[config.mk]
export PLATFORM = sky130hd
export DESIGN_NAME = fetch_queue_flat
export DESIGN_NICKNAME = d
export VERILOG_FILES = /design/src/rtl/fetch_queue_if.sv /design/src/rtl/fetch_queue.sv /design/src/flat_wrapper.sv
export SDC_FILE = /design/constraint.sdc
export NUM_CORES = 1
export LEC_CHECK = 0
export BUFFER_PORTS_ARGS = -buffer_cell sky130_fd_sc_hd__buf_2
export CORE_UTILIZATION = 56
export CTS_CLUSTER_DIAMETER = 150
export CTS_CLUSTER_SIZE = 20
export DETAILED_ROUTE_END_ITERATION = 16
export PLACE_DENSITY = 0.78
export RECOVER_POWER = 100
export SETUP_SLACK_MARGIN = 0.2
export SYNTH_ARGS = -nofsm -noshare
export SYNTH_HDL_FRONTEND = slang
export SYNTH_SLANG_ARGS = --single-unit
[constraint.sdc]
create_clock -name clk -period 3.1 [get_ports clk]
set_input_delay 0.31 -clock clk [delete_from_list [all_inputs] [get_ports clk]]
set_output_delay 0.31 -clock clk [all_outputs]
set_load 0.05 [all_outputs]
[src/rtl/fetch_queue_if.sv]
// fetch_queue_if: handshake bundle between instruction fetch, the fetch queue and decode.
// Ports: flush; in_valid/in_ready/in_inst/in_pc_plus_4 (fetch side);
//        out_valid/out_ready/out_inst/out_pc_plus_4 (decode side); count (occupancy).
// slave modport is the queue itself; master modport is whoever drives fetch/decode.
interface fetch_queue_if #(
  parameter int DATA_W = 32,
  parameter int ADDR_W = 32,
  parameter int DEPTH  = 4
);
  localparam int CNT_W = $clog2(DEPTH + 1);

  logic              flush;
  logic              in_valid;
  logic              in_ready;
  logic [DATA_W-1:0] in_inst;
  logic [ADDR_W-1:0] in_pc_plus_4;
  logic              out_valid;
  logic              out_ready;
  logic [DATA_W-1:0] out_inst;
  logic [ADDR_W-1:0] out_pc_plus_4;
  logic [CNT_W-1:0]  count;

  modport slave (
    input  flush, in_valid, in_inst, in_pc_plus_4, out_ready,
    output in_ready, out_valid, out_inst, out_pc_plus_4, count
  );

  modport master (
    output flush, in_valid, in_inst, in_pc_plus_4, out_ready,
    input  in_ready, out_valid, out_inst, out_pc_plus_4, count
  );
endinterface

[src/rtl/fetch_queue.sv]
// fetch_queue: FWFT circular buffer of {instruction, PC+4} between fetch and decode.
// Latency: entry pushed at edge N is on out_* after edge N (no in->out bypass).
// Backpressure: in_ready = !full from registered state only; pop while full frees no slot that cycle.
// Ports: clk, rst (sync, active-high), bus (fetch_queue_if.slave: flush, in_*, out_*, count).
module fetch_queue #(
  parameter int                DATA_W   = 32,
  parameter int                ADDR_W   = 32,
  parameter int                DEPTH    = 4,
  parameter logic [DATA_W-1:0] NOP_INST = '0
) (
  input  logic          clk,
  input  logic          rst,
  fetch_queue_if.slave  bus
);
  localparam int PTR_W = $clog2(DEPTH);
  localparam int CNT_W = $clog2(DEPTH + 1);

  typedef enum logic [1:0] {
    ST_EMPTY   = 2'd0,
    ST_PARTIAL = 2'd1,
    ST_FULL    = 2'd2
  } occ_e;

  occ_e              state_q, state_d;
  logic [PTR_W-1:0]  wr_ptr_q, wr_ptr_d;
  logic [PTR_W-1:0]  rd_ptr_q, rd_ptr_d;
  logic [CNT_W-1:0]  count_q, count_d;
  logic              push, pop;

  logic [DATA_W-1:0] inst_mem [DEPTH];
  logic [ADDR_W-1:0] pc_mem   [DEPTH];

  // Handshake readiness comes straight from the occupancy state register,
  // so in_ready never combinationally depends on out_ready.
  assign bus.in_ready  = (state_q != ST_FULL);
  assign bus.out_valid = (state_q != ST_EMPTY);
  assign bus.count     = count_q;

  // Head is read combinationally and masked while empty.
  assign bus.out_inst      = bus.out_valid ? inst_mem[rd_ptr_q] : NOP_INST;
  assign bus.out_pc_plus_4 = bus.out_valid ? pc_mem[rd_ptr_q]   : '0;

  always_comb begin
    push     = bus.in_valid  & bus.in_ready  & ~bus.flush;
    pop      = bus.out_valid & bus.out_ready & ~bus.flush;
    wr_ptr_d = wr_ptr_q;
    rd_ptr_d = rd_ptr_q;
    count_d  = count_q;
    state_d  = state_q;

    if (bus.flush) begin
      wr_ptr_d = '0;
      rd_ptr_d = '0;
      count_d  = '0;
    end else begin
      if (push) wr_ptr_d = wr_ptr_q + PTR_W'(1);
      if (pop)  rd_ptr_d = rd_ptr_q + PTR_W'(1);
      if (push && !pop) count_d = count_q + CNT_W'(1);
      if (pop && !push) count_d = count_q - CNT_W'(1);
    end

    // Occupancy state tracks the next count so flags are registered.
    if (count_d == '0)                 state_d = ST_EMPTY;
    else if (count_d == CNT_W'(DEPTH)) state_d = ST_FULL;
    else                               state_d = ST_PARTIAL;
  end

  always_ff @(posedge clk) begin
    if (rst) begin
      wr_ptr_q <= '0;
      rd_ptr_q <= '0;
      count_q  <= '0;
      state_q  <= ST_EMPTY;
    end else begin
      wr_ptr_q <= wr_ptr_d;
      rd_ptr_q <= rd_ptr_d;
      count_q  <= count_d;
      state_q  <= state_d;
    end
  end

  // Storage needs no reset: pointers and count define what is valid.
  always_ff @(posedge clk) begin
    if (push && !rst) begin
      inst_mem[wr_ptr_q] <= bus.in_inst;
      pc_mem[wr_ptr_q]   <= bus.in_pc_plus_4;
    end
  end
endmodule

[src/flat_wrapper.sv]
// flat-port wrapper written by rule: the top's interface ports become plain ports
module fetch_queue_flat 
#(
  parameter int                DATA_W   = 32,
  parameter int                ADDR_W   = 32,
  parameter int                DEPTH    = 4,
  parameter logic [DATA_W-1:0] NOP_INST = '0
)
  (clk, rst, bus_flush, bus_in_valid, bus_in_inst, bus_in_pc_plus_4, bus_out_ready, bus_in_ready, bus_out_valid, bus_out_inst, bus_out_pc_plus_4, bus_count);
  fetch_queue_if #(.DATA_W(DATA_W), .ADDR_W(ADDR_W), .DEPTH(DEPTH)) bus_i ();
  input  logic clk;
  input  logic rst;
  input wire logic [$bits(bus_i.flush)-1:0] bus_flush;
  input wire logic [$bits(bus_i.in_valid)-1:0] bus_in_valid;
  input wire logic [$bits(bus_i.in_inst)-1:0] bus_in_inst;
  input wire logic [$bits(bus_i.in_pc_plus_4)-1:0] bus_in_pc_plus_4;
  input wire logic [$bits(bus_i.out_ready)-1:0] bus_out_ready;
  output wire logic [$bits(bus_i.in_ready)-1:0] bus_in_ready;
  output wire logic [$bits(bus_i.out_valid)-1:0] bus_out_valid;
  output wire logic [$bits(bus_i.out_inst)-1:0] bus_out_inst;
  output wire logic [$bits(bus_i.out_pc_plus_4)-1:0] bus_out_pc_plus_4;
  output wire logic [$bits(bus_i.count)-1:0] bus_count;
  assign bus_i.flush = bus_flush;
  assign bus_i.in_valid = bus_in_valid;
  assign bus_i.in_inst = bus_in_inst;
  assign bus_i.in_pc_plus_4 = bus_in_pc_plus_4;
  assign bus_i.out_ready = bus_out_ready;
  assign bus_in_ready = bus_i.in_ready;
  assign bus_out_valid = bus_i.out_valid;
  assign bus_out_inst = bus_i.out_inst;
  assign bus_out_pc_plus_4 = bus_i.out_pc_plus_4;
  assign bus_count = bus_i.count;
  fetch_queue #(.DATA_W(DATA_W), .ADDR_W(ADDR_W), .DEPTH(DEPTH), .NOP_INST(NOP_INST)) u_core (.clk(clk), .rst(rst), .bus(bus_i));
endmodule
---- After elaboration in Yosys (flattened, before gate mapping) ----
Memory sizes are Yosys's and may differ from the RTL's. A register that Yosys moved wholly into a read port is not among the register bits.
Index checks and enable logic that the tools add are counted.
word-level totals
  bits in writable memories ............... 256
  register bits after elaboration ......... 9
  input port bits ......................... 69
  output and inout bits ................... 69
  logic and storage cells ................. 39
  memories ................................ 2
memory list
  name             words  width  rd ports  clocked after memory_dff  wr ports  RTL line           source
  u_core.inst_mem  4      32     1         1                         1         fetch_queue.sv:30  logic [DATA_W-1:0] inst_mem [DEPTH];
  u_core.pc_mem    4      32     1         1                         1         fetch_queue.sv:31  logic [ADDR_W-1:0] pc_mem [DEPTH];
cells by class
  reduce and logical (&&, ||, !) cells .... 10
  add/sub/neg operators ................... 4
  mux-type cells .......................... 12
  equality and inequality tests ........... 2
  bitwise operators ....................... 5
operators with widths
  cell                                              number
  two-way mux 32 bit                                2
  two-way mux 2 bit                                 5
  two-way mux 3 bit                                 3
  adder 2 x 1 -> 2 bit, second input constant       2
  bitwise AND 1 bit                                 4
  OR reduction 2 bit                                2
  adder 3 x 1 -> 3 bit, second input constant       1
  == test 3 bit, second input constant              1
  logical AND 1 bit                                 3
  logical NOT 1 bit                                 3
  logical NOT 3 bit                                 1
  subtractor 3 x 1 -> 3 bit, second input constant  1
  two-way mux 1 bit                                 2
  inequality test 2 bit, second input constant      1
  nonzero test 2 bit                                1
  NOT 1 bit                                         1

---- Logic depth before layout (Yosys ltp) ----
Gate-level depths: netlist (run 1).
  word-level depth ........................ 10
  mapped depth ............................ 6
  depth with buffers taken out ............ 6

---- Worst setup path before layout (run 1) ----
Ideal clock, no wire load.
  path kind ............................... register to register
  start ................................... register u_core.state_q[0]
  end ..................................... memory u_core.inst_mem[0][0], enable pin
  required time ........................... 2.671 ns
  buffers on the path ..................... 0
  data arrival time ....................... 2.461 ns
  cell stages (with the launch flop) ...... 5
  clock period less this slack ............ 2.890 ns
  setup slack ............................. 0.210 ns
  library setup time ...................... 0.429 ns
  cells stage by stage .................... dfxtp_1 nand2b_4 nand3b_4 nor2_1 and2_1
on the way
  cells in the longest elaborated chain, start to end .. 6
RTL lines
  what                                     RTL line            source
  start: declaration                       fetch_queue.sv:24   occ_e state_q, state_d;
  start signal: assignment                 fetch_queue.sv:78   state_q <= state_d;
  inequality test 2 bit                    fetch_queue.sv:35   assign bus.in_ready = (state_q != ST_FULL);
  via bus_in_ready                         flat_wrapper.sv:18  output wire logic [$bits(bus_i.in_ready)-1:0] bus_in_ready;
  bitwise AND 1 bit (2 in series)          fetch_queue.sv:44   push = bus.in_valid & bus.in_ready & ~bus.flush;
  logical AND 1 bit                        fetch_queue.sv:84   if (push && !rst) begin
  two-way mux 1 bit                        fetch_queue.sv:84
  two-way mux 1 bit (implied by the code)  fetch_queue.sv:85   inst_mem[wr_ptr_q] <= bus.in_inst;
  end: declaration                         fetch_queue.sv:30
The timed path passes the listed nets, and every way through them passes these cells.

==> qor.txt, run 1 <==
Status = completed
Critical Path Slowest Stage Cell = dfxtp_2
Largest family of logic cells by synthesized area = multiplexers
Clk buf depth = 3
R2R depth = 5
Initial Utilization = 57.2%
Die area = 18,900 um^2
# fillers = 1,254
Vias in the first global route = 5,026
Power per Cell Area = 556 nW/um^2
Post-Route Setup TNS = 0 ns
Max Freq = 358 MHz
H-tree depth = 1
Vias per inst = 5.67
Syn_area_per_cell = 21.9 um^2
Warnings, synthesis = 0
Syn Nets = 544
Routability cong. = 0.735
Die X = 137 um
XOR/XNOR Fraction of Synth Area = 0.341%
Hold Path Sink = u_core.bus.count[0]
Area grow syn2layout = 13.2%
Final Slew Violations = 0
Type of the worst setup path = flip-flop to output port
Post-route design area = 11,600 um^2
Final setup viols = 0
Final period util = 90.1%
Mapped cell area = 10,300 um^2
FF-to-FF setup slack = 0.46 ns
DR vias = 4,829
DP Wirelength = 11,200 um
Ratio of cells with drive above 1 in the final layout = 26.4%
WP data arrival = 2.48 ns
Slowest cell delay on critical path = 0.61 ns
Final-report hold violation count = 0
Final Skew = 0.0159 ns
Seq/Total Area, Yosys = 77.0%
Unrepaired setup endpoints after global routing = false
CP endpoint kind = output port
Number of iterations in the first detailed-routing pass = 4
Setup bufs post-CTS = 0
Clock sinks = 267
Port Buffers = 137
Post-layout util = 64.7%
Antenna violations before repair = 1
Synthesized flop and latch total = 267
Min-delay src = rst
CTS tree = built
Crit path top cell by count = clkbuf_2
Worst slew pin tran = 0.919 ns
Most frequent cells in the layout = edfxtp_1 (256), clkbuf_1 (86), and2_1 (65)
Post-Synth Simple-Gate Area = 5.35%
Global route overflow = 0
CTS Buf Count = 17
Routed wire length = 18,100 um
CP cell instances = clkbuf_2, mux4_2, and2_1, clkbuf_2
Clk_lat worst skew = 0.47 ns
CTS root buf = clkbuf_16
Maximum fanout along the worst path = 12
Worst slew margin = 38.8%
Row count = 49
Die Y = 137 um
# DRC = 0
Synth Instances = 469
Pin count of the biggest net entering global routing = 47
Crit start category = flip-flop
Leading cell type in the layout, fill and taps excluded = edfxtp_1
Clk pin slew, worst setup/hold paths = 0.08 ns
Overall routing resource usage = 19.3%
DRT iter0 DRCs = 217
Core ar. = 18,000 um^2
Mux cell area share after synthesis = 14.6%
Post-Synth Adder-Cell Area = 0.731%
Hold_ws = 0.0656 ns
Wire per inst = 21.2 um
Nets = 687
Post-synth cell types = 32
Minimum clock period = 2.79 ns
VDD IR max = 0.432 mV
Dpl cell area = 11,300 um^2
Worst EP required = 2.79 ns
Post-CTS sizing = 0
Num ports = 138
Max-cap violations = 0
# hold bufs at CTS = 0
Global-route wire length before repair = 27,000 um
Routed Antenna Nets = 0
Worst reg2reg endpoint = u_core.pc_mem[3][27]
Worst r2r src = u_core.state_q[0]
Diodes inserted = 0
Hold-critical path depth = 2
Cell leakage power = 3.74 nW
Min-Delay Path Class = primary input to flip-flop
Compound-gate portion of the synthesized area = 0.646%
==> per-layer routing <==
| metal | vias to the layer above | global-route usage [%] | part of all wire [%] |
|---|---|---|---|
| met4 | 2 | 4.52 | 1.2 |
| li1 | 2162 | - | - |
| met2 | 141 | 31.1 | 49 |
| met1 | 2502 | 28.1 | 44 |
| met5 | - | 0 | 0.072 |
| met3 | 22 | 3.02 | 5.2 |
==> how the worst max path moves through the flow <==
stage                            startpoint                     to  slack [ns]  cells past startpoint
after CTS                 u_core.state_q[0]   bus_out_pc_plus_4[4]        0.42                      4
after global placement    u_core.state_q[1]  bus_out_pc_plus_4[23]        0.98                      4
after detailed placement  u_core.state_q[0]    u_core.pc_mem[3][9]        0.90                      5
after floorplan           u_core.state_q[0]  u_core.inst_mem[0][0]        0.21                      4
final                             flip-flop        bus_out_inst[8]        0.31                      4
after global routing              flip-flop        bus_out_inst[8]        0.16                      4
==> synth_stat cells, drive strengths merged <==
cell     number  area share (%)
edfxtp      256              75
and2         69             4.2
mux4         64              14
buf          14            0.89
dfxtp        11             2.1
clkbuf        9            0.33
nor2          9            0.33
ha            6            0.73
inv           4            0.15
mux2i         3            0.41
nand2         3            0.11
xnor2         3            0.26
o21ai         2           0.097
or2           2            0.12
a211oi        1           0.073
a21boi        1           0.073
a21o          1           0.085
a2bb2oi       1            0.15
and3b         1           0.085
mux2          1            0.15
nand2b        1            0.13
nand3         1           0.049
nand3b        1            0.19
nor2b         1           0.061
o2111a        1            0.11
o22ai         1           0.061
or3           1           0.061
xor2          1           0.085
==> report_power, final <==
group	switching [W]	internal (W)
Combinational	0.000263	0.000105
Sequential	0.0000111	0.00398
Clock	0.00107	0.00104
Total	0.00134	0.00513
==> cell families (layout without fill, tap and decap cells) <==
family                     after synthesis  count (layout)
AOI/OAI and AO/OA                        8               8
muxes                                   68              68
and+or+nand+nor                         89              89
xor gates and xnor gates                 4               4
DFF                                    267             267
adders and majority gates                6               6
buffers and inverters                   27             180
==> worst max-delay path: cells and delay by family, from the launching register on <==
family	cells	cell delay, ns
buffers and inverters	2	0.65
DFF	1	0.61
muxes	1	0.56
and+or+nand+nor	1	0.19
==> sequential cells by signal, summed over array words and instances, names as in the netlist, named ones only <==
name              flops
u_core.inst_mem     128
u_core.bus.count      3
u_core.rd_ptr_q       2
u_core.state_q        2
u_core.pc_mem       128
u_core.wr_ptr_q       2
==> area by class of cell <==
| cell class | instances | area (um^2) | share of cell area [%] |
|---|---|---|---|
| sequential | 267 | 7910 | 68.1 |
| multi-input combinational | 175 | 2190 | 18.8 |
| timing repair buffer | 147 | 739 | 6.36 |
| clock buffer | 28 | 467 | 4.01 |
| tap | 229 | 287 | 2.46 |
| clock inverter | 1 | 16.3 | 0.140 |
| inverter | 4 | 15.0 | 0.129 |
==> metrics by stage <==
stage / power, W / setup slack (ns) / cells
2_1_floorplan: 0.00432 / 0.210 / 469
3_3_place_gp: 0.00445 / 0.982 / 822
3_5_place_dp: 0.00446 / 0.905 / 822
4_1_cts: 0.00654 / 0.419 / 851
5_1_grt: 0.00666 / 0.164 / 851
6_report: 0.00647 / 0.307 / 851
(Power assumes the default switching activity.)
==> run 2, diff against run 1 <==
- BUFFER_PORTS_ARGS: -buffer_cell sky130_fd_sc_hd__buf_2 -> default
- DONT_BUFFER_PORTS: default -> 1
- PLACE_DENSITY: 0.78 -> 0.71
==> run 2 against run 1 <==
Compared with the run above:
- critical path depth is 1 lower
- final area is 0.85% higher
- clock power hardly changed
- sequential power hardly changed
- die area stayed put
- clock skew hardly changed
- clock-buffer cell count stayed put
- register-to-register slack worse by 0.06 ns
- global-route usage is 0.18 points higher
- setup slack worse by 0.020 ns
==> qor.txt, run 2 (synthesis gave the netlist of run 1 again) <==
DRT iter0 DRCs = 273
Clk_lat worst skew = 0.49 ns
Final Slew Violations = 0
Final period util = 90.8%
# hold bufs at CTS = 67
Max Freq = 355 MHz
Global route overflow = 0
Critical Path End = bus_out_inst[24]
Leading cell type in the layout, fill and taps excluded = edfxtp_1
Post-layout util = 65.3%
Worst r2r src = u_core.state_q[0]
Die X = 137 um
Final-report hold violation count = 0
Worst slew pin tran = 0.803 ns
Number of iterations in the first detailed-routing pass = 4
Setup bufs post-CTS = 0
R2R depth = 5
Hold-critical path depth = 1
Maximum fanout along the worst path = 50
Comb pwr share = 5.7%
Overall routing resource usage = 19.5%
Vias in the first global route = 4,983
Antenna violations before repair = 1
Initial Utilization = 57.2%
Max-cap violations = 0
Routed Antenna Nets = 0
Area grow syn2layout = 14.2%
Die Y = 137 um
Die area = 18,900 um^2
Final Skew = 0.0162 ns
Num ports = 138
CTS root buf = clkbuf_16
Post-CTS sizing = 0
Ratio of cells with drive above 1 in the final layout = 18.9%
Net switching power = 0.00135 W
Worst reg2reg endpoint = u_core.pc_mem[0][31]
Type of the worst setup path = flip-flop to output port
H-tree depth = 1
Sequential share of power = 61.4%
Final setup viols = 0
Worst slew margin = 46.4%
Clock sinks = 267
Port Buffers = 0
CTS Buf Count = 17
Status = completed
WP data arrival = 2.50 ns
Row count = 49
Global-route wire length before repair = 27,200 um
Power per Cell Area = 554 nW/um^2
# DRC = 0
Worst EP required = 2.79 ns
Min-Delay Path Class = primary input to flip-flop
Switching fraction of total power = 20.8%
Clock Power Share = 32.9%
Clk pin slew, worst setup/hold paths = 0.08 ns
CP cell instances = clkbuf_1, mux4_2, and2_1
Most frequent cells in the layout = edfxtp_1 (256), dlygate4sd3_1 (67), mux4_2 (64)
Clk buf depth = 3
Slowest cell delay on critical path = 0.87 ns
Unrepaired setup endpoints after global routing = false
Post-Route Setup TNS = 0 ns
FF-to-FF setup slack = 0.40 ns
CP endpoint kind = output port
Vias per inst = 5.82
Routability cong. = 0.705
Minimum clock period = 2.81 ns
# fillers = 1,189
Routed wire length = 17,700 um
Crit start category = flip-flop
Core ar. = 18,000 um^2
DP Wirelength = 10,800 um
VDD IR max = 0.441 mV
Critical Path Slowest Stage Cell = dfxtp_4
Nets = 620
Wire per inst = 22.6 um
DR vias = 4,574
Internal power = 0.00515 W
Cell leakage power = 3.64 nW
CTS tree = built
Pin count of the biggest net entering global routing = 51
==> run 2: metrics by stage <==
| stage | cells | total power [W] | cell area [um^2] | setup WS [ns] | hold WS, ns |
|---|---|---|---|---|---|
| final | 786 | 0.00650 | 11700 | 0.286 | 0.0257 |
| after global routing | 786 | 0.00669 | 11700 | 0.164 | 0.0265 |
| after CTS | 785 | 0.00655 | 11800 | 0.365 | 0.0120 |
| after detailed placement | 688 | 0.00435 | 10600 | 0.856 | 0.393 |
| after global placement | 688 | 0.00435 | 10600 | 0.924 | 0.385 |
| after floorplan | 469 | 0.00432 | 10300 | 0.210 | 0.382 |
==> run 2: critical path: cells and delay by family (launching register included) <==
family / cells / cell delay (ns)
AND/OR/NAND/NOR: 1 / 0.44
flip-flops: 1 / 0.87
buffers and inverters: 1 / 0.42
multiplexers: 1 / 0.28
==> run 2: area by class of cell <==
class,count,area [um^2],area share (%)
Sequential cell,267,7920,67.5
Antenna cell,1,2.50,0.0213
Tap cell,229,287,2.44
Multi-Input combinational cell,175,2200,18.8
Clock buffer,28,467,3.98
Inverter,4,15.0,0.128
Timing Repair Buffer,80,813,6.94
Clock inverter,2,25.0,0.213
==> run 2: worst min-delay path by stage <==
stage               slack [ns]  startpoint                  end
floorplan                 0.38         rst  u_core.bus.count[0]
global placement          0.38         rst  u_core.bus.count[0]
detailed placement        0.39         rst  u_core.bus.count[0]
CTS                       0.01   bus_flush    u_core.state_q[1]
global route              0.03   bus_flush    u_core.state_q[1]
finish                    0.03   bus_flush    u_core.state_q[1]
==> run 2: power groups by stage <==
| stage | clock network [W] | registers [W] | logic (W) |
|---|---|---|---|
| floorplan | 0 | 0.00408 | 0.000237 |
| global placement | 0 | 0.00408 | 0.000272 |
| detailed placement | 0 | 0.00408 | 0.000274 |
| CTS | 0.00218 | 0.00400 | 0.000378 |
| global route | 0.00229 | 0.00400 | 0.000395 |
| finish | 0.00214 | 0.00399 | 0.000369 |
==> run 2: per-layer routing <==
metal / global-route usage [%] / up-vias / part of all wire, %
met2: 34.1 / 126 / 53
li1: - / 2032 / -
met3: 4.23 / 23 / 6.2
met1: 24.6 / 2393 / 40
met5: 0 / - / 0
met4: 5.31 / 0 / 1.6
